--- src/rtl/ct_ciu_vb_sched.sv ---
// CIU victim buffer scheduler: entry allocation, round-robin AW issue,
// in-order W burst sequencing and B-driven entry release.
module ct_ciu_vb_sched #(
  parameter int ENTRY_NUM = 8,
  parameter int ID_W      = 3,
  parameter int BEATS     = 4
) (
  input  logic                 vb_ctrl_clk,
  input  logic                 cpurst_b,
  input  logic                 alloc_req,
  output logic                 alloc_gnt,
  output logic [ENTRY_NUM-1:0] vb_aw_create_sel,
  input  logic [ENTRY_NUM-1:0] entry_aw_vld,
  input  logic [ENTRY_NUM-1:0] entry_aw_en,
  input  logic [ENTRY_NUM-1:0] entry_w_vld,
  output logic [ENTRY_NUM-1:0] vb_aw_req_sel,
  output logic [ENTRY_NUM-1:0] vb_w_pop_sel,
  output logic                 awvalid,
  input  logic                 awready,
  output logic [ID_W-1:0]      awid,
  output logic [ENTRY_NUM-1:0] aw_sel,
  output logic                 wvalid,
  input  logic                 wready,
  output logic                 wlast,
  output logic [ENTRY_NUM-1:0] w_sel,
  output logic [1:0]           w_beat,
  input  logic                 bvalid,
  input  logic [ID_W-1:0]      bid,
  output logic                 bready,
  output logic                 vb_full,
  output logic                 vb_empty
);

  localparam int IDX_W = (ENTRY_NUM > 1) ? $clog2(ENTRY_NUM) : 1;
  localparam int BID_N = 1 << ID_W;
  localparam logic [0:0] IDLE = 1'b0;
  localparam logic [0:0] REQ  = 1'b1;
  localparam logic [1:0] LAST_BEAT = 2'(BEATS - 1);
  localparam logic [ENTRY_NUM-1:0] ONE = {{(ENTRY_NUM-1){1'b0}}, 1'b1};
  localparam logic [BID_N-1:0] BID_ONE = {{(BID_N-1){1'b0}}, 1'b1};
  localparam logic [IDX_W:0] DEPTH = ENTRY_NUM[IDX_W:0];

  logic [ENTRY_NUM-1:0] free;
  logic                 free_hit;
  logic [IDX_W-1:0]     free_idx;
  logic [ENTRY_NUM-1:0] cand;
  logic                 rr_hit;
  logic [IDX_W-1:0]     rr_idx;
  logic [IDX_W-1:0]     rr_k;
  logic [IDX_W-1:0]     rr_ptr;
  logic [0:0]           aw_state;
  logic [IDX_W-1:0]     aw_idx;
  logic                 aw_hs;
  logic [IDX_W-1:0]     fifo_mem [ENTRY_NUM];
  logic [IDX_W-1:0]     wr_ptr;
  logic [IDX_W-1:0]     rd_ptr;
  logic [IDX_W:0]       fifo_cnt;
  logic                 fifo_empty;
  logic                 fifo_full;
  logic [IDX_W-1:0]     w_head;
  logic                 w_hs;
  logic                 w_done;
  logic [BID_N-1:0]     bid_dec;

  assign free = ~entry_aw_vld;

  // descending scan, last hit wins -> lowest free index
  always_comb begin
    free_hit = 1'b0;
    free_idx = '0;
    for (int i = ENTRY_NUM - 1; i >= 0; i--) begin
      if (free[i]) begin
        free_hit = 1'b1;
        free_idx = IDX_W'(i);
      end
    end
  end

  assign alloc_gnt        = alloc_req & free_hit;
  assign vb_aw_create_sel = alloc_gnt ? (ONE << free_idx) : '0;
  assign vb_full          = ~free_hit;

  assign cand = entry_aw_vld & entry_aw_en & entry_w_vld;

  // smallest offset from rr_ptr wins; index arithmetic wraps
  always_comb begin
    rr_hit = 1'b0;
    rr_idx = '0;
    rr_k   = '0;
    for (int i = ENTRY_NUM - 1; i >= 0; i--) begin
      rr_k = rr_ptr + IDX_W'(i);
      if (cand[rr_k]) begin
        rr_hit = 1'b1;
        rr_idx = rr_k;
      end
    end
  end

  assign awvalid       = (aw_state == REQ);
  assign aw_hs         = awvalid & awready;
  assign awid          = ID_W'(aw_idx);
  assign vb_aw_req_sel = aw_hs ? aw_sel : '0;

  always_ff @(posedge vb_ctrl_clk or negedge cpurst_b) begin
    if (!cpurst_b) begin
      aw_state <= IDLE;
      aw_idx   <= '0;
      aw_sel   <= '0;
      rr_ptr   <= '0;
    end else begin
      unique case (aw_state)
        IDLE: begin
          if (rr_hit && !fifo_full) begin
            aw_state <= REQ;
            aw_idx   <= rr_idx;
            aw_sel   <= ONE << rr_idx;
          end
        end
        REQ: begin
          if (awready) begin
            aw_state <= IDLE;
            rr_ptr   <= aw_idx + IDX_W'(1);
          end
        end
      endcase
    end
  end

  assign fifo_empty = (fifo_cnt == '0);
  assign fifo_full  = (fifo_cnt == DEPTH);
  assign w_head     = fifo_mem[rd_ptr];
  assign wvalid     = ~fifo_empty;
  assign w_sel      = wvalid ? (ONE << w_head) : '0;
  assign wlast      = (w_beat == LAST_BEAT);
  assign w_hs       = wvalid & wready;
  assign w_done     = w_hs & wlast;

  always_ff @(posedge vb_ctrl_clk) begin
    if (aw_hs) fifo_mem[wr_ptr] <= aw_idx;
  end

  always_ff @(posedge vb_ctrl_clk or negedge cpurst_b) begin
    if (!cpurst_b) begin
      wr_ptr   <= '0;
      rd_ptr   <= '0;
      fifo_cnt <= '0;
      w_beat   <= '0;
    end else begin
      if (aw_hs) wr_ptr <= wr_ptr + IDX_W'(1);
      if (w_done) rd_ptr <= rd_ptr + IDX_W'(1);
      if (aw_hs && !w_done)
        fifo_cnt <= fifo_cnt + (IDX_W+1)'(1);
      else if (!aw_hs && w_done)
        fifo_cnt <= fifo_cnt - (IDX_W+1)'(1);
      if (w_hs) w_beat <= wlast ? 2'd0 : w_beat + 2'd1;
    end
  end

  // ids beyond the entry range decode outside the kept slice
  assign bid_dec      = BID_ONE << bid;
  assign vb_w_pop_sel = bvalid ? (bid_dec[ENTRY_NUM-1:0] & entry_aw_vld) : '0;
  assign bready       = 1'b1;

  assign vb_empty = ~|entry_aw_vld & fifo_empty & ~awvalid;

endmodule

--- config.mk ---
export PLATFORM = sky130hd
export DESIGN_NAME = ct_ciu_vb_sched
export DESIGN_NICKNAME = d
export VERILOG_FILES = /design/src/rtl/ct_ciu_vb_sched.sv
export SDC_FILE = /design/constraint.sdc
export NUM_CORES = 1
export LEC_CHECK = 0
export ABC_CLOCK_PERIOD_IN_PS = 5300
export CORE_MARGIN = 1.5
export CORE_UTILIZATION = 55
export DETAILED_ROUTE_END_ITERATION = 8
export GPL_TIMING_DRIVEN = 1
export PLACE_DENSITY_LB_ADDON = 0.05
export SLEW_MARGIN = 20
export SYNTH_ARGS = -nofsm -noshare
export SYNTH_HDL_FRONTEND = slang
export SYNTH_SLANG_ARGS = --single-unit
--- constraint.sdc ---
create_clock -name vb_ctrl_clk -period 5.3 [get_ports vb_ctrl_clk]
set_clock_uncertainty 0.1 [all_clocks]
set_input_delay 1.06 -clock vb_ctrl_clk [delete_from_list [all_inputs] [get_ports vb_ctrl_clk]]
set_output_delay 1.06 -clock vb_ctrl_clk [all_outputs]
set_load 0.01 [all_outputs]
Yosys cells after proc, flatten, opt, wreduce, memory -nomap -nowiden
Memories as Yosys holds them, arrays and structs flattened. Index checks and enable logic that the tools add are counted. Widths: inputs -> output; s select.

Logic and storage cells: 121. Register bits after elaboration: 27. Memories kept: 1. Memory bits (writable): 24.

Add/sub/neg operators: 13. Bitwise logic cells: 13. Shifts and indexed selects: 4. Multiplexer cells: 60. Order comparisons: 8. Reductions and logical operators: 12. Equality and inequality tests: 2.

Memories: fifo_mem (words 8, width 3, read ports 1, clocked after Yosys merged registers in 0, wr ports 1, line 54) `logic [IDX_W-1:0] fifo_mem [ENTRY_NUM];`.

Operators with widths (number): $mux 3 (16); $lt 3x4->1 const B (8); $mux 8 (4); $shl 1x3->8 const A (4); $mux 1 (28); $and 8x8->8 (3); $bmux 1 s3 (8); $add 3x1->3 const B (4); $add 3x3->3 const B (4); $mux 4 (2); $not 8->8 (1); $reduce_or 8->1 (1); $add 3x2->3 const B (2); $and 1x1->1 (6); $add 4x1->4 const B (1); $eq 4x4->1 const B (1); $logic_not 1->1 (4); $logic_not 4->1 (1); $reduce_and 2->1 (2); $sub 4x1->4 const B (1); $logic_and 1x1->1 (3); $not 1->1 (3); $add 2x1->2 const B (1); $eq 2x2->1 const B (1); other kinds (3) (3).

Depth between registers and ports, before layout
Word-level depth: 15. Gate-level depth with buffers: 15. Gate-level depth less buffers: 11.

Worst setup path before layout
Ideal clock, no wire load.

Path type: in2out. From: in entry_aw_vld[1]. To: out vb_empty. Path buffers: 0. Required time: 4.140 ns. Stages: 3. Arrival: 2.308 ns. Slack: 1.832 ns. Cells stage by stage: or4_1 > or4_1 > nor4_1.

Cells in the longest elaborated chain, start to end: 4.

RTL lines: from (decl) (line 13) `input logic [ENTRY_NUM-1:0] entry_aw_vld,`; $reduce_or 8->1 (line 164) `assign vb_empty = ~|entry_aw_vld & fifo_empty & ~awvalid;`; $logic_not 1->1 (line 164); $and 1x1->1 (2 in series) (line 164); to (decl) (line 31) `output logic vb_empty`.

Every way passes these cells.

Worst setup path in the final report
Same ends and word-level chain as after synthesis.

==> summary.md <==
| Metric | Value |
|---|---|
| Iteration count of the initial detailed-routing pass | 5 |
| Largest driver fanout on the critical path | 8 |
| List of cells traversed by the critical path | clkdlybuf4s50_1 > or4_1 > or4_1 > nor4_1 > clkdlybuf4s50_1 |
| Via count | 3546 |
| Critical path data required time | 4140 ps |
| Gate count after technology mapping | 404 |
| Sum of internal, switching and leakage power | 2.87 mW |
| First-pass GRT wire length | 16100 um |
| Number of sinks handled by clock tree synthesis | 51 |
| Depth of the critical timing path with buffers and inverters included | 5 |
| Global-route met3 utilization | 5.14% |
| Highest cell delay on the worst timing path | 580 ps |
| Post-route clock period utilization | 84.4% |
| Arrival @ worst endpoint | 3310 ps |
| Crit Path Class | input pin to output pin |
| Antenna diode count | 0 |
| Worst Setup Start Kind | input pin |
| DR iter-0 viols | 270 |
| Cell at the slowest stage of the critical path | clkdlybuf4s50_1 |
| Worst Setup Slack, final | 827 ps |
| Internal | 1.50 mW |
| Overall routing resource usage | 27.6% |
| Area of the mapped netlist | 3850 sq um |
| Effective utilization at floorplan | 56.7% |
| Met2 usage in global routing | 42.5% |
| Distinct cell type count of the synthesized netlist | 62 |
| Worst reg-to-reg path cell count | 10 |
| Source-to-sink clock delay at the later pin of the worst-skew pair | 310 ps |
| Antenna-violating nets left | 0 |
| Final number of setup-violating endpoints | 0 |
| Timing-limited maximum frequency | 0.224 GHz |
| Buffer count from post-CTS setup fixing | 0 |
| Placement-stage worst setup slack | 825 ps |
| Standby leakage power | 1.86 nW |
| Max-slew violation count | 0 |
| Clock Power Share | 8.1% |
| Largest net degree at the start of global routing | 28 |
| Met1 track demand over resource | 40.3% |
| Max Cap Viol | 0 |
| Via count of the first global-routing pass | 3155 |
| Number of CTS-inserted buffers | 5 |
| Clock tree from TritonCTS | done |
| Proportion of power drawn by combinational gates | 65.7% |
| Layout cell share with drive strength beyond 1 | 9.24% |
| Post-synthesis sequential element count | 51 |
| Power per standard cell area | 595 nW/um^2 |
| Root buffer selected by CTS | clkbuf_8 |
| List of most frequent post-synthesis cells | nand2_1 (50), nor2_1 (40), dfrtp_1 (27) |
| Category of cells accounting for the largest share of critical-path delay | simple AND/OR/NAND/NOR gates |
| Min cycle time layout | 4470 ps |
| DRT Wirelength | 9920 um |
| Async set or reset register ratio after synthesis | 52.9% |
| Top cell type's share of synthesized area | 18.7% |
| Total of hold buffers inserted after clock tree synthesis | 0 |
| Element type at the critical path end | output pin |
| Type of the tightest min-delay check | register to register |
| Worst Path Buf+Inv | 2 |
| Total of buffers placed on input and output ports | 83 |
| Cell taking the most area after synthesis | edfxtp_1 |
| GPL Wtd Cong | 0.967 |
| Number of enable flip-flop cells after synthesis | 24 |
| Leading cell types by total area after synthesis | edfxtp_1 (19%), dfrtp_1 (18%), mux4_2 (7.0%) |
| Remaining routing DRC violations | 0 |
| Final cell utilization of the core | 71.0% |
| Die width | 86.7 um |
| Overall die area | 7510 sq um |
| Sequential area share after synthesis | 36.3% |
| Overflow left after global routing | 0 |
| Cell depth of the worst min-delay path | 1 |
| Max Buffers Root-to-Sink | 2 |
| Setup repair after global routing missed its margin | no |
| Worst vdd ir | 0.661 mV |
| Area growth from synthesis to layout | 25.3% |
| Result of the run | finished, final reports clean |
| Relative max-transition margin | 34.7% |
| Half-perimeter wire length after placement | 7640 um |
| Via count normalized by instance count | 6.20 |
| Net switching power figure | 1.36 mW |
| Clock slew seen by the registers of the worst setup and hold paths | 90 ps |
| Busiest layer in global routing | met2 |
| Rows | 30 |
| Ports | 85 |
| Vertical extent of the die | 86.7 um |
| Setup TNS | 0 ps |
| Wire length per cell after detailed routing | 17.3 um |
| Core Footprint | 6790 sq um |
| CTS HTree Levels | 2 |
| Sequential fraction of design power | 26.2% |
| Final net count | 518 |
| Yosys Warn Count | 0 |
| Top_reg_cell synth | dfrtp_1 |
| Switching power share of the total | 47.6% |
| Post-CTS Resized | 0 |
| Leading cell type by number of instances after synthesis | nand2_1 |
| Final Hold Fails | 0 |
| Post-synthesis average cell area | 9.53 sq um |
| Mapped Nets | 447 |
| Worst Tran Pin Value | 979 ps |
| Antenna violations before repair | 0 |
[logic make-up (layout without fill, tap and decap cells)]
| kind of cell | after synthesis | in the layout | share of synthesized area [%] |
|---|---|---|---|
| flip-flops | 51 | 51 | 36.3 |
| buffers and inverters | 32 | 104 | 3.57 |
| multiplexers | 43 | 43 | 15.4 |
| XOR/XNOR | 13 | 13 | 3.64 |
| adder cells (fa/ha/maj) | 10 | 10 | 3.44 |
| other | 1 | 1 | 0.0974 |
| AND/OR/NAND/NOR | 181 | 181 | 23.9 |
| AO/OA/AOI/OAI | 73 | 73 | 13.7 |
[cells in the final DEF (no fill, tap or decap), drive strengths merged, types with 8 or more instances in the layout]
master,instances
nor3,13
clkdlybuf4s50,83
o31ai,9
xnor2,10
nand3,19
nand2,50
edfxtp,24
nand2b,9
dfrtp,27
and3,17
mux2i,22
mux4,12
a21oi,8
inv,11
nor2,40
o21ai,15
mux2,9
ha,9
[sequential cells by signal (all words and copies together) (netlist names)]
| name | flops |
|---|---|
| awvalid | 1 |
| wr_ptr | 3 |
| rr_ptr | 3 |
| fifo_mem | 24 |
| w_beat | 2 |
| aw_sel | 8 |
| fifo_cnt | 4 |
| awid | 3 |
| rd_ptr | 3 |
[metal layers]
metal | routed length, um | up-vias
met4 | 153 | 0
li1 | - | 1666
met5 | 0 | -
met1 | 4490 | 1692
met3 | 826 | 14
met2 | 4460 | 174
[power groups by stage]
stage          Combinational (mW)  Sequential (mW)  Clock (mW)
5_1_grt                      2.06            0.781       0.251
2_1_floorplan                1.40            0.666           0
4_1_cts                      1.87            0.756       0.238
6_report                     1.88            0.752       0.232
3_5_place_dp                 1.86            0.764           0
3_3_place_gp                 1.81            0.751           0
[worst paths after layout]
path | from | end | slack (ps)
worst max-delay path | entry_aw_vld[1] | vb_empty | 830
worst min-delay path | fifo_cnt[3] | fifo_cnt[3] | 390
worst max register to register | rr_ptr[1] | aw_sel[4] | 1300
worst min register to register | fifo_cnt[3] | fifo_cnt[3] | 390
max in group asynchronous | cpurst_b | aw_sel[3] | 3820
min in group asynchronous | cpurst_b | awvalid | 1010
[area by class of cell]
type	count	area, sq um
clock inverters	3	25.0
flip-flops and latches	51	1400
clock buffers	5	68.8
well taps	96	120
repair buffers	87	861
fillers	546	1970
multi-input cells	321	2320
inverters	9	33.8
[metrics by stage]
step / instances / hold WS [ps] / area (sq um)
floorplan: 404 / 355 / 3850
global placement: 564 / 373 / 4730
detailed placement: 564 / 375 / 4730
CTS: 572 / 391 / 4830
global route: 572 / 429 / 4830
finish: 572 / 391 / 4830
No activity file was read; power rests on OpenSTA's default activity.
